[config.mk]
export PLATFORM = sky130hd
export DESIGN_NAME = afg_param_bank
export DESIGN_NICKNAME = d
export VERILOG_FILES = /design/src/rtl/afg_pkg.sv /design/src/rtl/afg_slew_ch.sv /design/src/rtl/afg_param_bank.sv
export SDC_FILE = /design/constraint.sdc
export NUM_CORES = 1
export LEC_CHECK = 0
export ABC_AREA = 1
export CAP_MARGIN = 20
export CORE_MARGIN = 2
export CORE_UTILIZATION = 60
export CTS_CLUSTER_DIAMETER = 50
export DETAILED_ROUTE_END_ITERATION = 10
export HOLD_SLACK_MARGIN = 0.15
export PLACE_DENSITY = 0.8
export SETUP_SLACK_MARGIN = 0.5
export SYNTH_ARGS = -nofsm -noshare
export SYNTH_HDL_FRONTEND = slang
export SYNTH_HIERARCHICAL = 1
export SYNTH_SLANG_ARGS = --single-unit
[constraint.sdc]
create_clock -name Clock -period 3.2 [get_ports Clock]
set_input_delay 0.32 -clock Clock [delete_from_list [all_inputs] [get_ports Clock]]
set_output_delay 0.32 -clock Clock [all_outputs]
set_load 0.01 [all_outputs]
[src/rtl/afg_pkg.sv]
`default_nettype none
// ============================================================================
//  Module      : afg_pkg
//  Description : Shared constants, reset defaults and parser state encoding
//                for the AFG control-voltage parameter bank.
//  Revision    : 1.0 - initial release
// ============================================================================
package afg_pkg;

    localparam logic [3:0] HDR_TAG  = 4'hA;
    localparam logic [7:0] SNAP_HDR = 8'hA6;
    localparam int         NUM_CH   = 6;
    localparam int         DATA_W   = 12;

    // Per-channel power-on values, index = channel address:
    // 0 DC_OFFSET, 1 DUTY_S, 2 GAIN_V, 3 SQ_VL, 4 SQ_VT, 5 Spare
    localparam logic [NUM_CH-1:0][DATA_W-1:0] RST_DEFAULTS = {
        12'h000,    // Spare
        12'hFFF,    // SQ_VT
        12'h000,    // SQ_VL
        12'h000,    // GAIN_V
        12'h800,    // DUTY_S
        12'h800     // DC_OFFSET
    };

    typedef enum logic [1:0] {
        ST_IDLE = 2'd0,
        ST_HDR  = 2'd1,
        ST_HI   = 2'd2
    } parser_state_t;

endpackage
`default_nettype wire

[src/rtl/afg_slew_ch.sv]
`default_nettype none
// ============================================================================
//  Module      : afg_slew_ch
//  Description : One parameter channel: target register, slewed output
//                register and the bounded-step compare logic.
//  Revision    : 1.0 - initial release
// ============================================================================
module afg_slew_ch
    import afg_pkg::*;
#(
    parameter int                 STEP    = 16,
    parameter logic [DATA_W-1:0]  RST_VAL = '0
) (
    input  logic              Clock,
    input  logic              Reset,
    input  logic              wr_en,
    input  logic [DATA_W-1:0] wr_data,
    input  logic              snap,
    input  logic              tick,
    output logic [DATA_W-1:0] out_val
);

    // One extra bit of headroom so out+STEP and out-STEP never wrap silently
    localparam logic [DATA_W:0] C_STEP = (DATA_W+1)'(STEP);

    logic [DATA_W-1:0] r_target;
    logic [DATA_W-1:0] r_out;
    logic [DATA_W-1:0] w_next;
    logic [DATA_W:0]   w_out13;
    logic [DATA_W:0]   w_tgt13;
    logic [DATA_W:0]   w_up;
    logic [DATA_W:0]   w_dn;

    assign w_out13 = {1'b0, r_out};
    assign w_tgt13 = {1'b0, r_target};
    assign w_up    = w_out13 + C_STEP;
    assign w_dn    = w_out13 - C_STEP;

    // Next output value for one scan tick: move toward target by at most STEP
    always_comb begin
        w_next = r_out;
        if (C_STEP == '0) begin
            w_next = r_target;
        end else if (r_out < r_target) begin
            w_next = (w_up > w_tgt13) ? r_target : w_up[DATA_W-1:0];
        end else if (r_out > r_target) begin
            // Underflow below zero always lands on the target, which is >= 0
            w_next = ((w_out13 < C_STEP) || (w_dn < w_tgt13)) ? r_target : w_dn[DATA_W-1:0];
        end
    end

    // Target and output registers; SNAP overrides a coincident tick
    always_ff @(posedge Clock) begin
        if (Reset) begin
            r_target <= RST_VAL;
            r_out    <= RST_VAL;
        end else begin
            if (wr_en) begin
                r_target <= wr_data;
            end
            if (snap) begin
                r_out <= r_target;
            end else if (tick) begin
                r_out <= w_next;
            end
        end
    end

    assign out_val = r_out;

endmodule
`default_nettype wire

[src/rtl/afg_param_bank.sv]
`default_nettype none
// ============================================================================
//  Module      : afg_param_bank
//  Description : Host byte-link frame parser with inter-byte timeout feeding
//                six slew-limited 12-bit control-voltage channels.
//  Revision    : 1.0 - initial release
// ============================================================================
module afg_param_bank
    import afg_pkg::*;
#(
    parameter int STEP    = 16,
    parameter int TIMEOUT = 1000
) (
    input  logic              Clock,
    input  logic              Reset,
    input  logic [7:0]        Rx_Data,
    input  logic              Rx_Valid,
    output logic              Rx_Ready,
    input  logic              Scan_Tick,
    output logic [DATA_W-1:0] DC_OFFSET_Vin,
    output logic [DATA_W-1:0] DUTY_S_Vin,
    output logic [DATA_W-1:0] GAIN_V_Vin,
    output logic [DATA_W-1:0] SQ_VL_Vin,
    output logic [DATA_W-1:0] SQ_VT_Vin,
    output logic [DATA_W-1:0] Spare_Vin,
    output logic              Write_Done,
    output logic              Frame_Err
);

    localparam int               GAP_W      = $clog2(TIMEOUT + 1);
    // The edge that closes the TIMEOUT-th idle cycle aborts the frame
    localparam logic [GAP_W-1:0] C_GAP_LAST = GAP_W'(TIMEOUT - 1);

    parser_state_t     r_state;
    parser_state_t     w_state_nx;
    logic [2:0]        r_addr;
    logic [2:0]        w_addr_nx;
    logic [3:0]        r_hi;
    logic [3:0]        w_hi_nx;
    logic [GAP_W-1:0]  r_gap;
    logic [GAP_W-1:0]  w_gap_nx;
    logic              r_write_done;
    logic              r_frame_err;
    logic              w_commit;
    logic              w_snap;
    logic              w_err;
    logic              w_timeout;

    logic [NUM_CH-1:0][DATA_W-1:0] w_ch_out;

    assign Rx_Ready  = 1'b1;
    assign w_timeout = (r_gap == C_GAP_LAST);

    // Parser next-state, frame decode and gap-counter update
    always_comb begin
        w_state_nx = r_state;
        w_addr_nx  = r_addr;
        w_hi_nx    = r_hi;
        w_gap_nx   = r_gap;
        w_commit   = 1'b0;
        w_snap     = 1'b0;
        w_err      = 1'b0;
        case (r_state)
            ST_IDLE: begin
                w_gap_nx = '0;
                if (Rx_Valid) begin
                    if (Rx_Data == SNAP_HDR) begin
                        w_snap = 1'b1;
                    end else if ((Rx_Data[7:4] == HDR_TAG) && (Rx_Data[3:0] < 4'(NUM_CH))) begin
                        w_addr_nx  = Rx_Data[2:0];
                        w_state_nx = ST_HDR;
                    end else begin
                        w_err = 1'b1;
                    end
                end
            end
            ST_HDR: begin
                if (Rx_Valid) begin
                    w_gap_nx = '0;
                    if (Rx_Data[7:4] == 4'h0) begin
                        w_hi_nx    = Rx_Data[3:0];
                        w_state_nx = ST_HI;
                    end else begin
                        w_err      = 1'b1;
                        w_state_nx = ST_IDLE;
                    end
                end else if (w_timeout) begin
                    w_gap_nx   = '0;
                    w_err      = 1'b1;
                    w_state_nx = ST_IDLE;
                end else begin
                    w_gap_nx = r_gap + 1'b1;
                end
            end
            ST_HI: begin
                if (Rx_Valid) begin
                    w_gap_nx   = '0;
                    w_commit   = 1'b1;
                    w_state_nx = ST_IDLE;
                end else if (w_timeout) begin
                    w_gap_nx   = '0;
                    w_err      = 1'b1;
                    w_state_nx = ST_IDLE;
                end else begin
                    w_gap_nx = r_gap + 1'b1;
                end
            end
            default: begin
                w_gap_nx   = '0;
                w_state_nx = ST_IDLE;
            end
        endcase
    end

    // Parser state, latched frame fields and registered status pulses
    always_ff @(posedge Clock) begin
        if (Reset) begin
            r_state      <= ST_IDLE;
            r_addr       <= '0;
            r_hi         <= '0;
            r_gap        <= '0;
            r_write_done <= 1'b0;
            r_frame_err  <= 1'b0;
        end else begin
            r_state      <= w_state_nx;
            r_addr       <= w_addr_nx;
            r_hi         <= w_hi_nx;
            r_gap        <= w_gap_nx;
            r_write_done <= w_commit;
            r_frame_err  <= w_err;
        end
    end

    assign Write_Done = r_write_done;
    assign Frame_Err  = r_frame_err;

    for (genvar gi = 0; gi < NUM_CH; gi++) begin : g_ch
        afg_slew_ch #(
            .STEP    (STEP),
            .RST_VAL (RST_DEFAULTS[gi])
        ) u_ch (
            .Clock   (Clock),
            .Reset   (Reset),
            .wr_en   (w_commit && (r_addr == 3'(gi))),
            .wr_data ({r_hi, Rx_Data}),
            .snap    (w_snap),
            .tick    (Scan_Tick),
            .out_val (w_ch_out[gi])
        );
    end

    assign DC_OFFSET_Vin = w_ch_out[0];
    assign DUTY_S_Vin    = w_ch_out[1];
    assign GAIN_V_Vin    = w_ch_out[2];
    assign SQ_VL_Vin     = w_ch_out[3];
    assign SQ_VT_Vin     = w_ch_out[4];
    assign Spare_Vin     = w_ch_out[5];

endmodule
`default_nettype wire

# Word level (Yosys, flattened, before mapping)
# Cells that the tools add are included.
[word_totals]
output_inout_bits = 75
elab_cells = 168
in_bits = 12
regBits = 165
[classes]
n_mux = 57
n_reduce_logical = 34
n_addsub = 13
bitwise = 2
eq_ne = 13
order_cmp = 31
[op_table]
columns = ["operator", "n"]
rows = [
  ["2-to-1 mux 12 bit", 36],
  ["adder 12 x 5 -> 13 bit (second input constant)", 6],
  ["greater-than comparator 13 x 12 -> 1 bit", 6],
  ["less-than comparator 13 x 12 -> 1 bit", 6],
  ["subtractor 12 x 5 -> 13 bit (second input constant)", 6],
  ["greater-than comparator 12 bit", 6],
  ["less-than comparator 12 bit", 6],
  ["less-than comparator 12 x 5 -> 1 bit (second input constant)", 6],
  ["nonzero test 3 bit", 6],
  ["2-to-1 mux 2 bit", 7],
  ["2-to-1 mux 1 bit", 12],
  ["AND reduction 2 bit", 6],
  ["adder 10 x 1 -> 10 bit (second input constant)", 1],
  ["equality test 10 bit (second input constant)", 1],
  ["equality test 8 bit (second input constant)", 1],
  ["logical AND 1 bit", 7],
  ["equality test 3 x 2 -> 1 bit (second input constant)", 2],
  ["equality test 3 bit (second input constant)", 2],
  ["logical OR 1 bit", 6],
  ["!= test 2 bit (second input constant)", 3],
  ["case mux 2 bit (3 select lines)", 1],
  ["AND reduction 3 bit", 2],
  ["equality test 4 bit (second input constant)", 1],
  ["zero test 4 bit", 1],
  ["other kinds (12)", 13],
]

# Depth between registers and ports, before layout
[logic_depth]
ltp_word = 8
ltp_mapped = 23
ltp_nobuf = 23

# Modules after synthesis
# The synthesis kept the hierarchy.
[by_module_without_submodules]
columns = ["module", "instances", "cells_each", "area_per_inst_um2"]
rows = [
  ["afg_slew_ch at g_ch[5].u_ch", 1, 364, 2424.8],
  ["afg_slew_ch at g_ch[1].u_ch", 1, 365, 2381.0],
  ["afg_slew_ch at g_ch[4].u_ch", 1, 357, 2359.8],
  ["afg_slew_ch at g_ch[3].u_ch", 1, 363, 2302.2],
  ["afg_slew_ch at g_ch[2].u_ch", 1, 362, 2293.4],
  ["afg_slew_ch at g_ch[0].u_ch", 1, 364, 2290.9],
  ["afg_param_bank", 1, 176, 1209.9],
]

# Least setup slack after synthesis
# OpenSTA, ideal clock, no wires.
[synth_path]
path_type = "register to register"
start = "register g_ch[3].u_ch.r_out[4]"
end = "register g_ch[3].u_ch.r_out[4]"
path_stages_with_launch = 21
t_arrival_ps = 2752
slack_ps = 316
setup_ps = 132
synth_period_minus_slack_ps = 2884
cell_sequence = "dfxtp_1 ha_1 nand2_1 nor2_1 inv_1 nor2_1 xor2_1 inv_1 ha_1 nand2_1 nor2_1 nand2_1 a21oi_1 nand3_1 nand2_1 buf_2 nand2_1 nand3_1 nand3_1 nand2_1 a21oi_1"
[synth_via]
elab_chain_len = 8
[synth_rtl]
columns = ["element", "line_no", "text"]
rows = [
  ["from (decl)", "afg_slew_ch.sv:27", "logic [DATA_W-1:0] r_out;"],
  ["from (signal assigned)", "afg_slew_ch.sv:62", "r_out <= r_target;"],
  ["from (signal assigned)", "afg_slew_ch.sv:64", "r_out <= w_next;"],
  ["subtractor 12 x 5 -> 13 bit", "afg_slew_ch.sv:37", "assign w_dn = w_out13 - C_STEP;"],
  ["less-than comparator 13 x 12 -> 1 bit", "afg_slew_ch.sv:48", "w_next = ((w_out13 < C_STEP) || (w_dn < w_tgt13)) ? r_target : w_dn[DATA_W-1:0];"],
  ["logical OR 1 bit", "afg_slew_ch.sv:48", ""],
  ["2-to-1 mux 12 bit", "afg_slew_ch.sv:48", ""],
  ["2-to-1 mux 12 bit", "afg_slew_ch.sv:46", "end else if (r_out > r_target) begin"],
  ["2-to-1 mux 12 bit", "afg_slew_ch.sv:44", "end else if (r_out < r_target) begin"],
  ["2-to-1 mux 12 bit", "afg_slew_ch.sv:63", "end else if (tick) begin"],
  ["2-to-1 mux 12 bit", "afg_slew_ch.sv:61", "if (snap) begin"],
]
# Parallel ways exist; a longest one is shown, timed or not. The select of a mux whose other input is x is not followed.
# A chain may end at the register's enable or synchronous reset.

# Worst setup path after layout
[layout_path]
start = "register g_ch[5].u_ch.r_out[4]"
end = "register g_ch[5].u_ch.r_out[11]"
[layout_via]
elab_chain_len = 8
[layout_rtl]
columns = ["element", "line_no"]
rows = [
  ["from (decl)", "afg_slew_ch.sv:27"],
  ["from (signal assigned)", "afg_slew_ch.sv:62"],
  ["from (signal assigned)", "afg_slew_ch.sv:64"],
  ["subtractor 12 x 5 -> 13 bit", "afg_slew_ch.sv:37"],
  ["less-than comparator 13 x 12 -> 1 bit", "afg_slew_ch.sv:48"],
  ["logical OR 1 bit", "afg_slew_ch.sv:48"],
  ["2-to-1 mux 12 bit", "afg_slew_ch.sv:48"],
  ["2-to-1 mux 12 bit", "afg_slew_ch.sv:46"],
  ["2-to-1 mux 12 bit", "afg_slew_ch.sv:44"],
  ["2-to-1 mux 12 bit", "afg_slew_ch.sv:63"],
  ["2-to-1 mux 12 bit", "afg_slew_ch.sv:61"],
]
# Parallel ways exist; a longest one is shown, timed or not. The select of a mux whose other input is x is not followed.

==> metrics.cfg <==
[drt]
drt-initial-drc-count=1965
num_vias=17360
antenna_left=0
viasPerCell=6.010
dr.pass1.iters=7
drc=0
wirelength_microns=51830
drt-wirelength-per-cell_microns=17.95

[worst_setup_path]
crit_path_start_kind=flip-flop
path_cells=ha_4, nand2_4, nor2_4, inv_2, nor2_2, xor2_1, inv_1, ha_4, nand2_4, nor2_4, nand2_2, a21oi_4, nand2_2, nand2_4, nand2_4, buf_6, nand2_2, nand2_2, o21ai_2, o21ai_2, a21oi_2
worstSetupPathType=reg2reg
end_kind=flip-flop
crit_slowest_cell=dfxtp_4
cp_num_buf_inv=3
worst-path-max-fanout=6
cp.required_ps=3570
critPathMaxStageDelay_ps=420
path_delay_family=simple AND/OR/NAND/NOR gates
worstPathArrival_ps=3380

[sta]
worst_pin_slew_ps=740.4
rsz0062_at_grt=yes
maxSlewHeadroom_pct=50.64
min_period_ps=3016
finalHoldViolCount=0
drv_slew=0
fin_tns_setup_ps=0
setup_viol=0
fin_skew_ps=14.35
final.period_utilization_pct=94.27
fmax_ghz=0.3315

[power_and_ir_drop]
combPwrFrac_pct=75.2
p_leak_uw=0.009448
p_clk_share_pct=10.7
power_uw=18910
p_switching_uw=10040
powerDensity_nw_per_um2=944.6
peakVddDrop_v=0.0008982
power_frac_seq_pct=14.1
p_int_uw=8861
switching_share_pct=53.13

[yosys]
synth_top_area_share_pct=21.64
synth_most_common_cell=nand2_1
synth_area_per_cell_sq_um=6.492
synthCells=2351
synth_flop_cell=dfxtp_1
ys_top_cells_by_count=nand2_1 (549), inv_1 (316), nand3_1 (240)
synth-seq-cells=165
yosys.area.top_type=dfxtp_1
synth.top_cells.by_area=dfxtp_1 (22%), ha_1 (15%), nand2_1 (14%)
synth_area_sq_um=15260
yosysWarnings=6
syn-num-nets=2542
synth-seq-area-share_pct=21.64
synth_edf_count=0
synth-async-reset-ratio_pct=0
ys_types=46

[outcome]
status=completed

[place]
gp_congestion=1.021
hpwl_microns=32150
io_buffers=85

[floorplanning]
core_sq_um=25110
die_area_sq_um=26730
rows=58
start_util_pct=60.78
die_h_microns=163.5
die_w_microns=163.5
ioPinCount=87

[clocking]
cts-root-buf=clkbuf_16
clk_pin_slew_ps=80
htree_levels=4
cts_tree=built
postCtsHoldBufs=0
clkLatencyLatePin_ps=440
cts_sinks=165
clk_path_buf_depth=2
cts_buffers=17

[grt]
grt_pass1_wl_microns=73010
grt_max_degree=52
overflow=0
grt_pass1_vias=15410
antenna_found_initial=0
grtUsageTotal_pct=33.28

[worst_hold_path]
hp-class=in2reg

[run]
cap_viol_max_count=0

[finish]
diodes=0
synthToLayoutAreaGrowth_pct=31.14
fin_nets=2736
drive_above_1_share_pct=27.76

kinds of logic (layout without fill, tap and decap cells):
group | Yosys count | count (layout) | share of synthesized area (%)
adder cells (fa/ha/maj) | 179 | 179 | 14.67
XOR/XNOR | 51 | 51 | 2.927
flip-flops | 165 | 165 | 21.64
buffers and inverters | 421 | 621 | 11.36
other | 1 | 1 | 0.02457
AND/OR/NAND/NOR | 1162 | 1169 | 36.62
AO/OA/AOI/OAI | 372 | 372 | 12.75
layout make-up:
cell class                      count  area, sq um
Clock buffer                       17        425.4
Clock inverter                     15        137.6
Fill cell                        1694         5095
Inverter                          360         1424
Multi-Input combinational cell   1772        12170
Sequential cell                   165         3385
Tap cell                          330        412.9
Timing Repair Buffer              229         2062
state kept, by name, indices dropped and copies added (netlist names):
register / flops
Frame_Err: 1
Write_Done: 1
g_ch.u_ch/out_val: 72
g_ch.u_ch/r_target: 72
r_addr: 3
r_gap: 10
r_hi: 4
r_state: 2
through the flow:
| stage | hold slack (ps) | utilization (%) | worst slack, ps | cell area, sq um | instances |
|---|---|---|---|---|---|
| floorplan | 389.1 | - | 500.9 | 15280 | 2351 |
| global placement | 449.8 | 65.76 | 147.8 | 16510 | 2746 |
| detailed placement | 453.5 | 65.76 | 110.0 | 16510 | 2746 |
| CTS | 412.2 | 71.15 | 452.6 | 17870 | 2830 |
| global route | 461.3 | 79.71 | 91.89 | 20010 | 2888 |
| finish | 422.1 | 79.71 | 183.5 | 20010 | 2888 |
cell usage in the layout, fill, tap and decap left out, types with 32 or more instances in the layout:
master and count:
a21oi_1 209, buf_4 113, clkdlybuf4s50_1 84, dfxtp_1 136
ha_1 147, ha_4 32, inv_1 290, inv_2 45
nand2_1 462, nand2_2 98, nand3_1 153, nand3_2 89
nor2_1 147, nor2_2 33, nor2_4 37, o21ai_0 94
power groups by stage:
stage	clock (uW)	combinational [uW]	sequential, uW
finish	2010	14200	2670
global route	2110	15300	2690
CTS	2020	10900	2580
detailed placement	0	9890	2610
global placement	0	9680	2610
floorplan	0	7760	2590
path summary, 6_finish.rpt:
path | from | endpoint | slack (ps) | cells after the start
worst max-delay path | g_ch[5].u_ch/out_val[4]$_SDFFE_PP0P_ | g_ch[5].u_ch/out_val[11]$_SDFFE_PP0P_ | 180 | 21
worst min-delay path | Reset | g_ch[0].u_ch/out_val[1]$_SDFFE_PP0P_ | 420 | 2
worst max register to register | g_ch[5].u_ch/out_val[4]$_SDFFE_PP0P_ | g_ch[5].u_ch/out_val[11]$_SDFFE_PP0P_ | 180 | 21
worst min register to register | r_addr[2]$_SDFFE_PP0P_ | r_addr[2]$_SDFFE_PP0P_ | 470 | 2
routing by layer:
layer / GRT usage (%) / vias up / wire, microns
met2: 56.39 / 1105 / 24260
met3: 4.165 / 345 / 4424
li1: - / 8036 / -
met4: 15.43 / 0 / 3255
met5: 0 / - / 0
met1: 42.11 / 7870 / 19890
repair_timing:
action / 4_1_cts / 5_1_grt
setup endpoints to repair: 72 / 72
buffers inserted: 50 / 50
cloned: 2 / 8
gates resized for setup: 107 / 404
pin swaps: 54 / 210
Power figures use the tool's default switching activity.
